`src/rtl/hls_kernel_launcher.sv`:
```
// Launch sequencer: writes kernel scalar args over AXI-lite, sets ap_start, polls ap_done, reports elapsed cycles.
// Optional poll timeout is enabled by defining HLS_LAUNCH_TIMEOUT_EN.
module hls_kernel_launcher #(
  parameter int NUM_ARGS       = 2,
  parameter int AXI_ADDR_BITS  = 6,
  parameter int AXI_DATA_BITS  = 32,
  parameter int ARG_BASE       = 'h10,
  parameter int ARG_STRIDE     = 8,
  parameter int POLL_GAP       = 4,
  parameter int TIMEOUT_CYCLES = 65535
) (
  input  logic                       clock,
  input  logic                       reset,
  input  logic                       launch_valid,
  output logic                       launch_ready,
  input  logic [32*NUM_ARGS-1:0]     launch_args,
  output logic                       done_valid,
  output logic                       done_error,
  output logic [31:0]                done_cycles,
  output logic                       s_axi_control_AWVALID,
  input  logic                       s_axi_control_AWREADY,
  output logic [AXI_ADDR_BITS-1:0]   s_axi_control_AWADDR,
  output logic                       s_axi_control_WVALID,
  input  logic                       s_axi_control_WREADY,
  output logic [AXI_DATA_BITS-1:0]   s_axi_control_WDATA,
  output logic [3:0]                 s_axi_control_WSTRB,
  input  logic                       s_axi_control_BVALID,
  output logic                       s_axi_control_BREADY,
  input  logic [1:0]                 s_axi_control_BRESP,
  output logic                       s_axi_control_ARVALID,
  input  logic                       s_axi_control_ARREADY,
  output logic [AXI_ADDR_BITS-1:0]   s_axi_control_ARADDR,
  input  logic                       s_axi_control_RVALID,
  output logic                       s_axi_control_RREADY,
  input  logic [AXI_DATA_BITS-1:0]   s_axi_control_RDATA,
  input  logic [1:0]                 s_axi_control_RRESP,
  output logic [3:0]                 dbg_state
);

  localparam logic [3:0] IDLE          = 4'd0;
  localparam logic [3:0] ARG_AW        = 4'd1;
  localparam logic [3:0] ARG_W         = 4'd2;
  localparam logic [3:0] ARG_B         = 4'd3;
  localparam logic [3:0] START_AW      = 4'd4;
  localparam logic [3:0] START_W       = 4'd5;
  localparam logic [3:0] START_B       = 4'd6;
  localparam logic [3:0] POLL_AR       = 4'd7;
  localparam logic [3:0] POLL_R        = 4'd8;
  localparam logic [3:0] POLL_GAP_WAIT = 4'd9;
  localparam logic [3:0] DONE          = 4'd10;

  localparam int IDX_W = (NUM_ARGS > 1) ? $clog2(NUM_ARGS) : 1;

  // Handshake rule: every VALID is a pure function of state, so it and its
  // address/data stay put until READY is sampled high at a clock edge.
  logic [3:0]       state;
  logic [IDX_W-1:0] arg_idx;
  logic [31:0]      args_q [NUM_ARGS];
  logic [31:0]      cyc_cnt;
  logic [31:0]      cyc_next;
  logic [7:0]       gap_cnt;
  logic [31:0]      arg_addr;
  logic             unused_rdata;

  assign cyc_next = (cyc_cnt == 32'hFFFF_FFFF) ? cyc_cnt : cyc_cnt + 32'd1;
  assign arg_addr = 32'(ARG_BASE) + 32'(arg_idx) * 32'(ARG_STRIDE);
  assign unused_rdata = ^{s_axi_control_RDATA[AXI_DATA_BITS-1:2], s_axi_control_RDATA[0]};

`ifndef HLS_LAUNCH_TIMEOUT_EN
  localparam int unused_timeout = TIMEOUT_CYCLES;
`endif

  assign dbg_state             = state;
  assign launch_ready          = (state == IDLE);
  assign done_valid            = (state == DONE);
  assign s_axi_control_AWVALID = (state == ARG_AW) || (state == START_AW);
  assign s_axi_control_AWADDR  = (state == ARG_AW) ? arg_addr[AXI_ADDR_BITS-1:0] : '0;
  assign s_axi_control_WVALID  = (state == ARG_W) || (state == START_W);
  assign s_axi_control_WDATA   = (state == ARG_W)   ? AXI_DATA_BITS'(args_q[arg_idx]) :
                                 (state == START_W) ? AXI_DATA_BITS'(1) : '0;
  assign s_axi_control_WSTRB   = s_axi_control_WVALID ? 4'hF : 4'h0;
  assign s_axi_control_BREADY  = (state == ARG_B) || (state == START_B);
  assign s_axi_control_ARVALID = (state == POLL_AR);
  assign s_axi_control_ARADDR  = '0;
  assign s_axi_control_RREADY  = (state == POLL_R);

  always_ff @(posedge clock or posedge reset) begin
    if (reset) begin
      state       <= IDLE;
      arg_idx     <= '0;
      cyc_cnt     <= '0;
      gap_cnt     <= '0;
      done_error  <= 1'b0;
      done_cycles <= '0;
      for (int i = 0; i < NUM_ARGS; i++) args_q[i] <= '0;
    end else begin
      case (state)
        IDLE: if (launch_valid) begin
          for (int i = 0; i < NUM_ARGS; i++) args_q[i] <= launch_args[32*i +: 32];
          arg_idx <= '0;
          state   <= ARG_AW;
        end
        ARG_AW: if (s_axi_control_AWREADY) state <= ARG_W;
        ARG_W:  if (s_axi_control_WREADY)  state <= ARG_B;
        ARG_B: if (s_axi_control_BVALID) begin
          if (s_axi_control_BRESP != 2'b00) begin
            done_error  <= 1'b1;
            done_cycles <= '0;
            state       <= DONE;
          end else if (arg_idx == IDX_W'(NUM_ARGS - 1)) begin
            state <= START_AW;
          end else begin
            arg_idx <= arg_idx + 1'b1;
            state   <= ARG_AW;
          end
        end
        START_AW: if (s_axi_control_AWREADY) state <= START_W;
        START_W:  if (s_axi_control_WREADY)  state <= START_B;
        START_B: if (s_axi_control_BVALID) begin
          if (s_axi_control_BRESP != 2'b00) begin
            done_error  <= 1'b1;
            done_cycles <= '0;
            state       <= DONE;
          end else begin
            cyc_cnt <= '0;
            state   <= POLL_AR;
          end
        end
        POLL_AR: begin
          cyc_cnt <= cyc_next;
          if (s_axi_control_ARREADY) state <= POLL_R;
        end
        POLL_R: begin
          cyc_cnt <= cyc_next;
          if (s_axi_control_RVALID) begin
            if (s_axi_control_RRESP != 2'b00) begin
              done_error  <= 1'b1;
              done_cycles <= cyc_next;
              state       <= DONE;
            end else if (s_axi_control_RDATA[1]) begin
              done_error  <= 1'b0;
              done_cycles <= cyc_next;
              state       <= DONE;
`ifdef HLS_LAUNCH_TIMEOUT_EN
            end else if (cyc_next >= 32'(TIMEOUT_CYCLES)) begin
              done_error  <= 1'b1;
              done_cycles <= 32'(TIMEOUT_CYCLES);
              state       <= DONE;
`endif
            end else if (POLL_GAP == 0) begin
              state <= POLL_AR;
            end else begin
              gap_cnt <= '0;
              state   <= POLL_GAP_WAIT;
            end
          end
        end
        POLL_GAP_WAIT: begin
          cyc_cnt <= cyc_next;
`ifdef HLS_LAUNCH_TIMEOUT_EN
          if (cyc_next >= 32'(TIMEOUT_CYCLES)) begin
            done_error  <= 1'b1;
            done_cycles <= 32'(TIMEOUT_CYCLES);
            state       <= DONE;
          end else
`endif
          if (gap_cnt == 8'(POLL_GAP - 1)) state <= POLL_AR;
          else gap_cnt <= gap_cnt + 8'd1;
        end
        DONE:    state <= IDLE;
        default: state <= IDLE;
      endcase
    end
  end

endmodule

```
`config.mk`:
```
export PLATFORM = sky130hd
export DESIGN_NAME = hls_kernel_launcher
export DESIGN_NICKNAME = d
export VERILOG_FILES = /design/src/rtl/hls_kernel_launcher.sv
export SDC_FILE = /design/constraint.sdc
export NUM_CORES = 1
export LEC_CHECK = 0
export BUFFER_PORTS_ARGS = -buffer_cell sky130_fd_sc_hd__buf_2
export CAP_MARGIN = 5
export CORE_MARGIN = 2
export CORE_UTILIZATION = 45
export CTS_CLUSTER_SIZE = 8
export DETAILED_ROUTE_END_ITERATION = 10
export PLACE_DENSITY = 0.71
export SLEW_MARGIN = 20
export SYNTH_ARGS = -nofsm -noshare
export SYNTH_HDL_FRONTEND = slang
export SYNTH_SLANG_ARGS = --single-unit
```
`constraint.sdc`:
```
create_clock -name clock -period 4.6 [get_ports clock]
set_clock_uncertainty 0.1 [all_clocks]
set_input_delay 0.23 -clock clock [delete_from_list [all_inputs] [get_ports clock]]
set_output_delay 0.23 -clock clock [all_outputs]
set_load 0.01 [all_outputs]
```
# Word level (Yosys, flattened, before mapping)
# Index checks and enable logic that the tools add are counted.
dict set report classes {
  bitwise_logic 1
  n_addsub 4
  eq_ne 30
  n_reduce_logical 18
  n_lt_le_gt_ge 1
  n_mux 49
}
# op n
set op_table {}
lappend op_table {{$mux 32} 12}
lappend op_table {{$pmux 32 s2} 2}
lappend op_table {{$mux 4} 13}
lappend op_table {{$pmux 4 s10} 1}
lappend op_table {{$add 32x1->32 const B} 1}
lappend op_table {{$eq 32x32->1 const B} 1}
lappend op_table {{$mux 8} 4}
lappend op_table {{$ne 2x2->1 const B} 14}
lappend op_table {{$eq 4x3->1 const B} 4}
lappend op_table {{$pmux 8 s2} 1}
lappend op_table {{$eq 4x4->1 const B} 3}
lappend op_table {{$reduce_bool 2->1} 6}
lappend op_table {{$mux 1} 10}
lappend op_table {{$reduce_and 10->1} 1}
lappend op_table {{$reduce_and 5->1} 2}
lappend op_table {{$add 8x1->8 const B} 1}
lappend op_table {{$eq 4x2->1 const B} 2}
lappend op_table {{$eq 8x2->1 const B} 1}
lappend op_table {{$add 5x4->6 const A} 1}
lappend op_table {{$mux 6} 1}
lappend op_table {{$ne 2x1->1 const B} 3}
lappend op_table {{$eq 4x1->1 const B} 1}
lappend op_table {{$logic_not 4->1} 1}
lappend op_table {{$mux 2} 2}
lappend op_table {{12 further kinds} 15}
dict set report word_totals {
  output_inout_bits 92
  elab_cells 111
  register_bits 142
}

# Logic depth before layout (Yosys ltp)
# Gate-level depths: netlist of the first run.
dict set report logic_depth {
  depth_word 6
  depth_mapped 9
}

# Worst setup path after synthesis of the first run
# Ideal clock, no wire load.
dict set report synth_timing {
  kind {register to register}
  from {register state[2], in the netlist dbg_state[2]}
  to {register state[0], in the netlist dbg_state[0]}
  n_path_buf 2
  stages_incl_launch_ff 8
  setup_time_ps 125
  required_ps 4375
  arrival_time_ps 2146
  path_slack_ps 2229
  synth_period_minus_slack_ps 2371
  path_cell_list {dfrtp_1 -> buf_2 -> or4b_2 -> clkbuf_1 -> o21ai_0 -> a211o_1 -> a21oi_1 -> mux2_2}
}
dict set report synth_via {
  elab_chain_len 3
  word_cells_on_any_way 22
  classes_between {eq/ne: 19; mux: 1; reduce/logical: 2}
}
# item line_no
set synth_lines {}
lappend synth_lines {{from (decl)} 56} ;# logic [3:0] state;
lappend synth_lines {{from (signal assigned)} 89} ;# state <= IDLE;
lappend synth_lines {{from (signal assigned)} 101} ;# state <= ARG_AW;
lappend synth_lines {{from (signal assigned)} 103} ;# ARG_AW: if (s_axi_control_AWREADY) state <= ARG_W;
lappend synth_lines {{$eq 4x4->1 (tied with other cells)} 97} ;# case (state)
lappend synth_lines {{$ne 2x2->1 (no line) or $ne 2x1->1 (tied branches)} n/a}
lappend synth_lines {{$reduce_and 10->1 (no line)} n/a}
# Parallel ways exist; a longest one is shown, timed or not.
# A chain may end at the register's enable or synchronous reset.

# Final worst setup path of the first run
dict set report layout_timing {
  from {register state[3], in the netlist dbg_state[3]}
  to {register state[2], in the netlist dbg_state[2]}
}
# Same word-level chain as after synthesis.

==> results of run 1 <==
critical path: stages (launching register included):
cell	delay (ns)
dfrtp_1	0.70
or4b_2	0.74
o21ai_0	0.41
a211o_1	0.37
a21oi_1	0.36
mux2_2	0.39
layout make-up:
| type | instances | share of cell area |
|---|---|---|
| clock buffers | 19 | 0.0469 |
| clock inverters | 13 | 0.0136 |
| inverters | 15 | 0.00634 |
| multi-input cells | 533 | 0.377 |
| flip-flops and latches | 142 | 0.368 |
| well taps | 220 | 0.0285 |
| repair buffers | 236 | 0.160 |
metal layers:
layer,share of wire,track usage
met1,0.41,0.286
met2,0.50,0.393
met3,0.069,0.0635
met4,0.014,0.0703
met5,0,0
cells by family (layout without fill, tap and decap cells):
| kind of cell | Yosys count | count (layout) | synth area share |
|---|---|---|---|
| buffers and inverters | 87 | 283 | 0.0534 |
| xor gates and xnor gates | 24 | 24 | 0.0279 |
| other | 1 | 10 | 0.000497 |
| adders and majority gates | 2 | 2 | 0.00332 |
| muxes | 104 | 104 | 0.149 |
| AOI/OAI and AO/OA | 170 | 170 | 0.144 |
| DFF | 142 | 142 | 0.471 |
| and+or+nand+nor | 223 | 223 | 0.150 |
metrics by stage:
stage	area [um2]	hold slack [ns]	utilization	cells	power, mW
CTS	9660	0.131	0.587	1178	5.46
global route	9660	0.146	0.587	1178	5.83
detailed placement	8400	0.364	0.510	1078	4.03
finish	9660	0.138	0.587	1178	5.48
global placement	8400	0.354	0.510	1078	3.97
floorplan	7580	0.217	-	762	3.48
timing repair:
item                      in CTS  in global routing
hold buffers                  68                  0
resized for setup              0                  0
hold endpoints to repair     166                  0
layout by cell type, fill, tap and decap left out, types with 4 or more instances in the layout:
cell / count
a31oi_1: 23
and4_1: 4
and3_1: 12
a21oi_1: 21
mux2_2: 69
or4_1: 4
inv_1: 14
nand2b_1: 4
mux2i_1: 35
xnor2_1: 23
dfrtp_1: 141
clkbuf_16: 17
conb_1: 10
o22ai_1: 6
o21ai_1: 5
inv_6: 4
or3_1: 6
a21o_1: 10
nand2_1: 61
nand3_1: 13
o21ai_0: 58
clkinv_4: 5
buf_2: 158
nor3_1: 12
buf_4: 10
o211ai_1: 6
nor3b_1: 4
nor4_1: 11
a211oi_1: 4
dlygate4sd3_1: 68
nor2_1: 62
nand4_1: 11
power breakdown:
part | total [mW] | internal [mW] | leakage (nW) | switching (mW)
combinational | 1.89 | 0.938 | 2.36 | 0.955
sequential | 2.22 | 1.73 | 1.81 | 0.496
clock | 1.36 | 0.785 | 0.282 | 0.573
total | 5.48 | 3.45 | 4.46 | 2.02
state kept, by name (all words and copies together), names as in the netlist:
register / flops
arg_idx: 1
done_error: 1
cyc_cnt: 32
done_cycles: 32
dbg_state: 4
gap_cnt: 8
args_q: 64
final timing paths:
kind	endpoint	slack, ns	cells after the start
max	dbg_state[2]	1.41	5
min	arg_idx	0.14	3
max reg2reg	dbg_state[2]	1.41	5
min reg2reg	done_cycles[17]	0.37	2
max in group asynchronous	args_q[19]	2.80	4
min in group asynchronous	done_cycles[8]	0.48	3
==> metrics.txt, run 1 <==
Post-Syn Area=0.00754 mm2; top post-synthesis cells by count=142 x dfrtp_1, 69 x mux2_2, 62 x nand2_1, 62 x nor2_1, 58 x o21ai_0; Area Growth Syn to Fin=28.1%; largest net degree at the start of global routing=102; Mapped Avg Cell Area=10.0 um2; WP data required=4.80 ns; GRT Resource Usage Total=0.230; Setup WS post-layout=1.41 ns; Crit path arrival time=3.39 ns; top-count cell post-synth=dfrtp_1; Port Buffers=158; DP HPWL=12,100 um; Die Width=133 um; router iterations before antenna repair=5; RSZ-0062 raised after global routing=false; crit path capture type=flip-flop; #FFs+latches synth=142; Worst R2R Start=dbg_state[3]; final number of setup-violating endpoints=0; IR drop worst, VDD=0.315 mV; fin crit period=3.19 ns; Hold Vio Cnt, Final=0; Power Dens Cells=567 mW/mm2; H-tree depth=4; CTS Root Cell=clkbuf_16; routed len/inst=16.8 um; outcome=finished, final reports clean; GRT overflow=0; Setup crit start kind=flip-flop; number of top-level pins=200; Slew headroom=0.326; worst min-delay path category=in2reg; CP max FO=32; synthesis warning total=0; total CTS buffers=17; FILL cells=1,387; source of the worst hold timing path=s_axi_control_BVALID; Max-Cap Viols=0; Clk pin slew, worst setup/hold paths=0.06 ns; CTS tree=built; ys async rst share=1.00; Routed WL=19,800 um; DP Worst Slack=1.39 ns; Chip Height=133 um; initial antenna violation count=0; post-route ant nets=0; post-synth top area cell=dfrtp_1; worst setup path start=dbg_state[3]; worst skew pair latency=0.42 ns; ant diodes=0; Mapped Cells=753; fin crit share=0.692; # Post-CTS Setup Buffers=0; Die ar.=0.0178 mm2; multi-input logic area=0.00364 mm2; vias=6,486; Max Buffers Root-to-Sink=2; vias per inst=5.51; DRC Markers=0; share of cells above drive strength 1=0.302; GPL Wtd Cong=0.834; core footprint=0.0165 mm2; vias in the first global route=6,503; ranking of synthesized cells by area=dfrtp_1 47%, mux2_2 10%, mux2i_1 4.6%; number of synthesized flops with an enable pin=0; post-synthesis cell type count=65; CTS Sinks=142; Fmax=0.314 GHz; Least-Margin Pin Slew=1.01 ns; nets=1,055; Lkg Pwr=4.46 nW; Reg area=0.00355 mm2; 1st-iter DRT viols=400; Starting Density=0.458; Top FF cell, synth=dfrtp_1; Setup TNS Final=0 ns; row count=47; first-pass GRT wire length=33,000 um; Seq/Total Area, Yosys=0.471; Synth top area share=0.471; pins over their slew limit=0; crit path kind=reg2reg
(Power assumes the default switching activity.)
==> inputs of run 2 (changes only) <==
--- a/config.mk
+++ b/config.mk
@@ -5,13 +5,14 @@
 export SDC_FILE = /design/constraint.sdc
 export NUM_CORES = 1
 export LEC_CHECK = 0
+export ABC_AREA = 1
 export BUFFER_PORTS_ARGS = -buffer_cell sky130_fd_sc_hd__buf_2
 export CAP_MARGIN = 5
 export CORE_MARGIN = 2
 export CORE_UTILIZATION = 45
 export CTS_CLUSTER_SIZE = 8
 export DETAILED_ROUTE_END_ITERATION = 10
-export PLACE_DENSITY = 0.71
+export PLACE_DENSITY = 0.74
 export SLEW_MARGIN = 20
 export SYNTH_ARGS = -nofsm -noshare
 export SYNTH_HDL_FRONTEND = slang
==> constraint.sdc (replaced) <==
create_clock -name clock -period 2.85 [get_ports clock]
set_clock_uncertainty 0.1 [all_clocks]
set_input_delay 0.1425 -clock clock [delete_from_list [all_inputs] [get_ports clock]]
set_output_delay 0.1425 -clock clock [all_outputs]
set_load 0.01 [all_outputs]
==> metrics.txt, run 2 <==
post-route ant nets=0 (unchanged); Port Buffers=158 (unchanged); Finished Cell Area=0.00966 mm2 (about the same); top-count cell post-synth=nand2_1; outcome=finished, final reports clean; ys async rst share=1.00 (unchanged); worst r2r path cells=10 (+5); Setup crit start kind=flip-flop; vias in the first global route=6,924 (+6.5%); Die ar.=0.0177 mm2 (-0.63%); total CTS buffers=17 (unchanged); Top FF cell, synth=dfrtp_1; DP HPWL=13,100 um (+8.0%); CTS Root Cell=clkbuf_16; 1st-iter DRT viols=469 (+17%); Worst path depth=10 (+5); Least-Margin Pin Slew=0.778 ns (-0.232 ns); initial antenna violation count=1 (+1); commonest non-fill, non-tap cell in the layout=nand2_1; WP data required=3.09 ns (-1.71 ns); fin crit period=2.24 ns (-0.941 ns); Seq/Total Area, Yosys=0.474 (+0.00307); DRC Markers=0 (unchanged); crit path capture type=flip-flop; Chip Height=133 um (-0.31%); largest reg by FF count=args_q; Die Width=133 um (-0.31%); Max Buffers Root-to-Sink=2 (unchanged); GRT overflow=0 (unchanged); synthesis warning total=0 (unchanged); router iterations before antenna repair=5 (unchanged); Cell Chain, Critical Path=ha_1 -> nand3_1 -> inv_2 -> nand2_2 -> nor2_4 -> nand2_1 -> buf_4 -> nand3_1 -> nand2_1 -> o21ai_0; Buffers & Inverters on Critical Path=2 (+2); Synth top area share=0.474 (+0.00307); final number of setup-violating endpoints=0 (unchanged); CP delay by family, top=simple AND/OR/NAND/NOR gates; placed instance area=0.00841 mm2 (about the same); row count=47 (unchanged); Setup TNS Final=0 ns (unchanged); worst min-delay path category=in2reg; fin crit share=0.787 (+0.0949); nets=1,254 (+19%); most frequent cells in the layout=388 x nand2_1, 158 x buf_2, 142 x dfrtp_1; Starting Density=0.457 (-0.00133); number of top-level pins=200 (unchanged); vias=6,961 (+7.3%); post-synth top area cell=dfrtp_1; worst skew pair latency=0.42 ns (about the same); Worst path slowest cell=dfrtp_1; Area Growth Syn to Fin=28.9%; vias per inst=5.06 (-8.2%); GRT Resource Usage Total=0.236 (+0.00600); Max-Cap Viols=0 (unchanged); first-pass GRT wire length=33,400 um (+1.4%); CP max FO=14 (-56%); H-tree depth=4 (unchanged); Routed WL=20,300 um (+2.6%); ranking of synthesized cells by area=dfrtp_1 47%, nand2_1 19%, mux2_2 9.5%; largest registers=args_q: 64 flops, cyc_cnt: 32 flops, done_cycles: 32 flops; Lkg Pwr=4.81 nW (+7.9%); FILL cells=1,403 (+1.2%); Crit path arrival time=2.48 ns (-0.91 ns); top post-synthesis cells by count=388 x nand2_1, 142 x dfrtp_1, 73 x nor2_1; total power=9.50 mW (+73%); pins over their slew limit=0 (unchanged); GPL Wtd Cong=0.894 (+7.2%); routed len/inst=14.7 um (-12%); Slew headroom=0.481 (+0.155); Hold Vio Cnt, Final=0 (unchanged); IR drop worst, VDD=0.457 mV (+45%); Post-Syn Area=0.00749 mm2 (-0.65%); hold path cells=5 (+2); CTS Sinks=142 (unchanged); CTS tree=built; core footprint=0.0164 mm2 (-0.36%); post-synthesis cell type count=33 (-49%); Setup WS post-layout=0.606 ns (-0.809 ns); flip-flop count of the largest register after layout=64 (unchanged); Fin Hold WS=0.0454 ns (-0.0928 ns); Mapped Avg Cell Area=8.07 um2 (-19%); RSZ-0062 raised after global routing=false; crit path kind=reg2reg; Fmax=0.446 GHz (+42%); DP Worst Slack=0.654 ns (-0.732 ns); Mapped Cells=929 (+23%); number of synthesized flops with an enable pin=0 (unchanged); Critical Path Max Stage Delay=0.42 ns (-0.32 ns); share of cells above drive strength 1=0.262 (-0.0396); Power Dens Cells=983 mW/mm2 (+74%); Clk pin slew, worst setup/hold paths=0.06 ns (about the same); largest net degree at the start of global routing=143 (+40%); #FFs+latches synth=142 (unchanged)
## run 2: cell types whose count changed in the layout (fill, tap and decap cells not counted), moves of 22 or more
cell	before	now
nand2_1	61	388
mux2i_1	35	0
nand3_1	13	45
o21ai_0	58	28
a31oi_1	23	0
inv_1	14	36
xnor2_1	23	1
## run 2: final timing paths
kind / startpoint / endpoint / slack, ns
setup / recovery: cyc_cnt[0] / cyc_cnt[14] / 0.61
hold / removal: s_axi_control_RRESP[0] / done_error / 0.05
setup reg to reg: cyc_cnt[0] / cyc_cnt[14] / 0.61
hold reg to reg: done_cycles[10] / done_cycles[10] / 0.37
max in group asynchronous: reset / done_cycles[23] / 1.68
min in group asynchronous: reset / args_q[43] / 0.37
## run 2: kinds of logic after synthesis
kind of cell	after synthesis	synth area share
AO/OA/AOI/OAI	76	0.0581
XOR/XNOR	3	0.00351
adder cells (fa/ha/maj)	2	0.00334
buffers and inverters	91	0.0594
flip-flops	142	0.474
multiplexers	63	0.0947
other	1	0.000500
AND/OR/NAND/NOR	551	0.306
## run 2: metrics by stage
stage	util	instances
after global placement	0.512	1279
final	0.589	1377
after CTS	0.589	1376
after global routing	0.589	1377
after floorplan	-	938
after detailed placement	0.512	1279
## run 2: tightest hold or removal path, stage by stage
cell and delay [ns]:
buf_2 0.08, nor2_1 0.03, inv_1 0.08, nor2_1 0.05
o21ai_0 0.14
## run 2: per-layer routing
layer | GRT usage | vias to the layer above | wire length [um]
met5 | 0 | - | 0
met4 | 0.121 | 0 | 767
met3 | 0.0452 | 62 | 899
met2 | 0.381 | 240 | 9660
met1 | 0.305 | 3273 | 8950
li1 | - | 3386 | -
## run 2: power breakdown
part	leakage [nW]	internal, mW	switching (mW)
clock network	0.283	1.30	0.910
logic	2.73	1.55	2.14
registers	1.80	2.94	0.657
total	4.81	5.79	3.71
## run 2: layout make-up
cell class              instances  area, um2  share of cell area
clock buffers                  17        425              0.0440
flip-flops and latches        142       3550               0.368
diodes                          1       2.50            0.000259
multi-input cells             705       3530               0.366
well taps                     220        275              0.0285
clock inverters                14        164              0.0170
inverters                      45        173              0.0179
repair buffers                233       1530               0.159
## run 2: repair_timing
item                                   4_1_cts  5_1_grt
setup endpoints to repair                    0        0
endpoints found under the hold margin      207        0
buffers inserted                             0        0
hold buffers                                66        0
resized for setup                            0        0
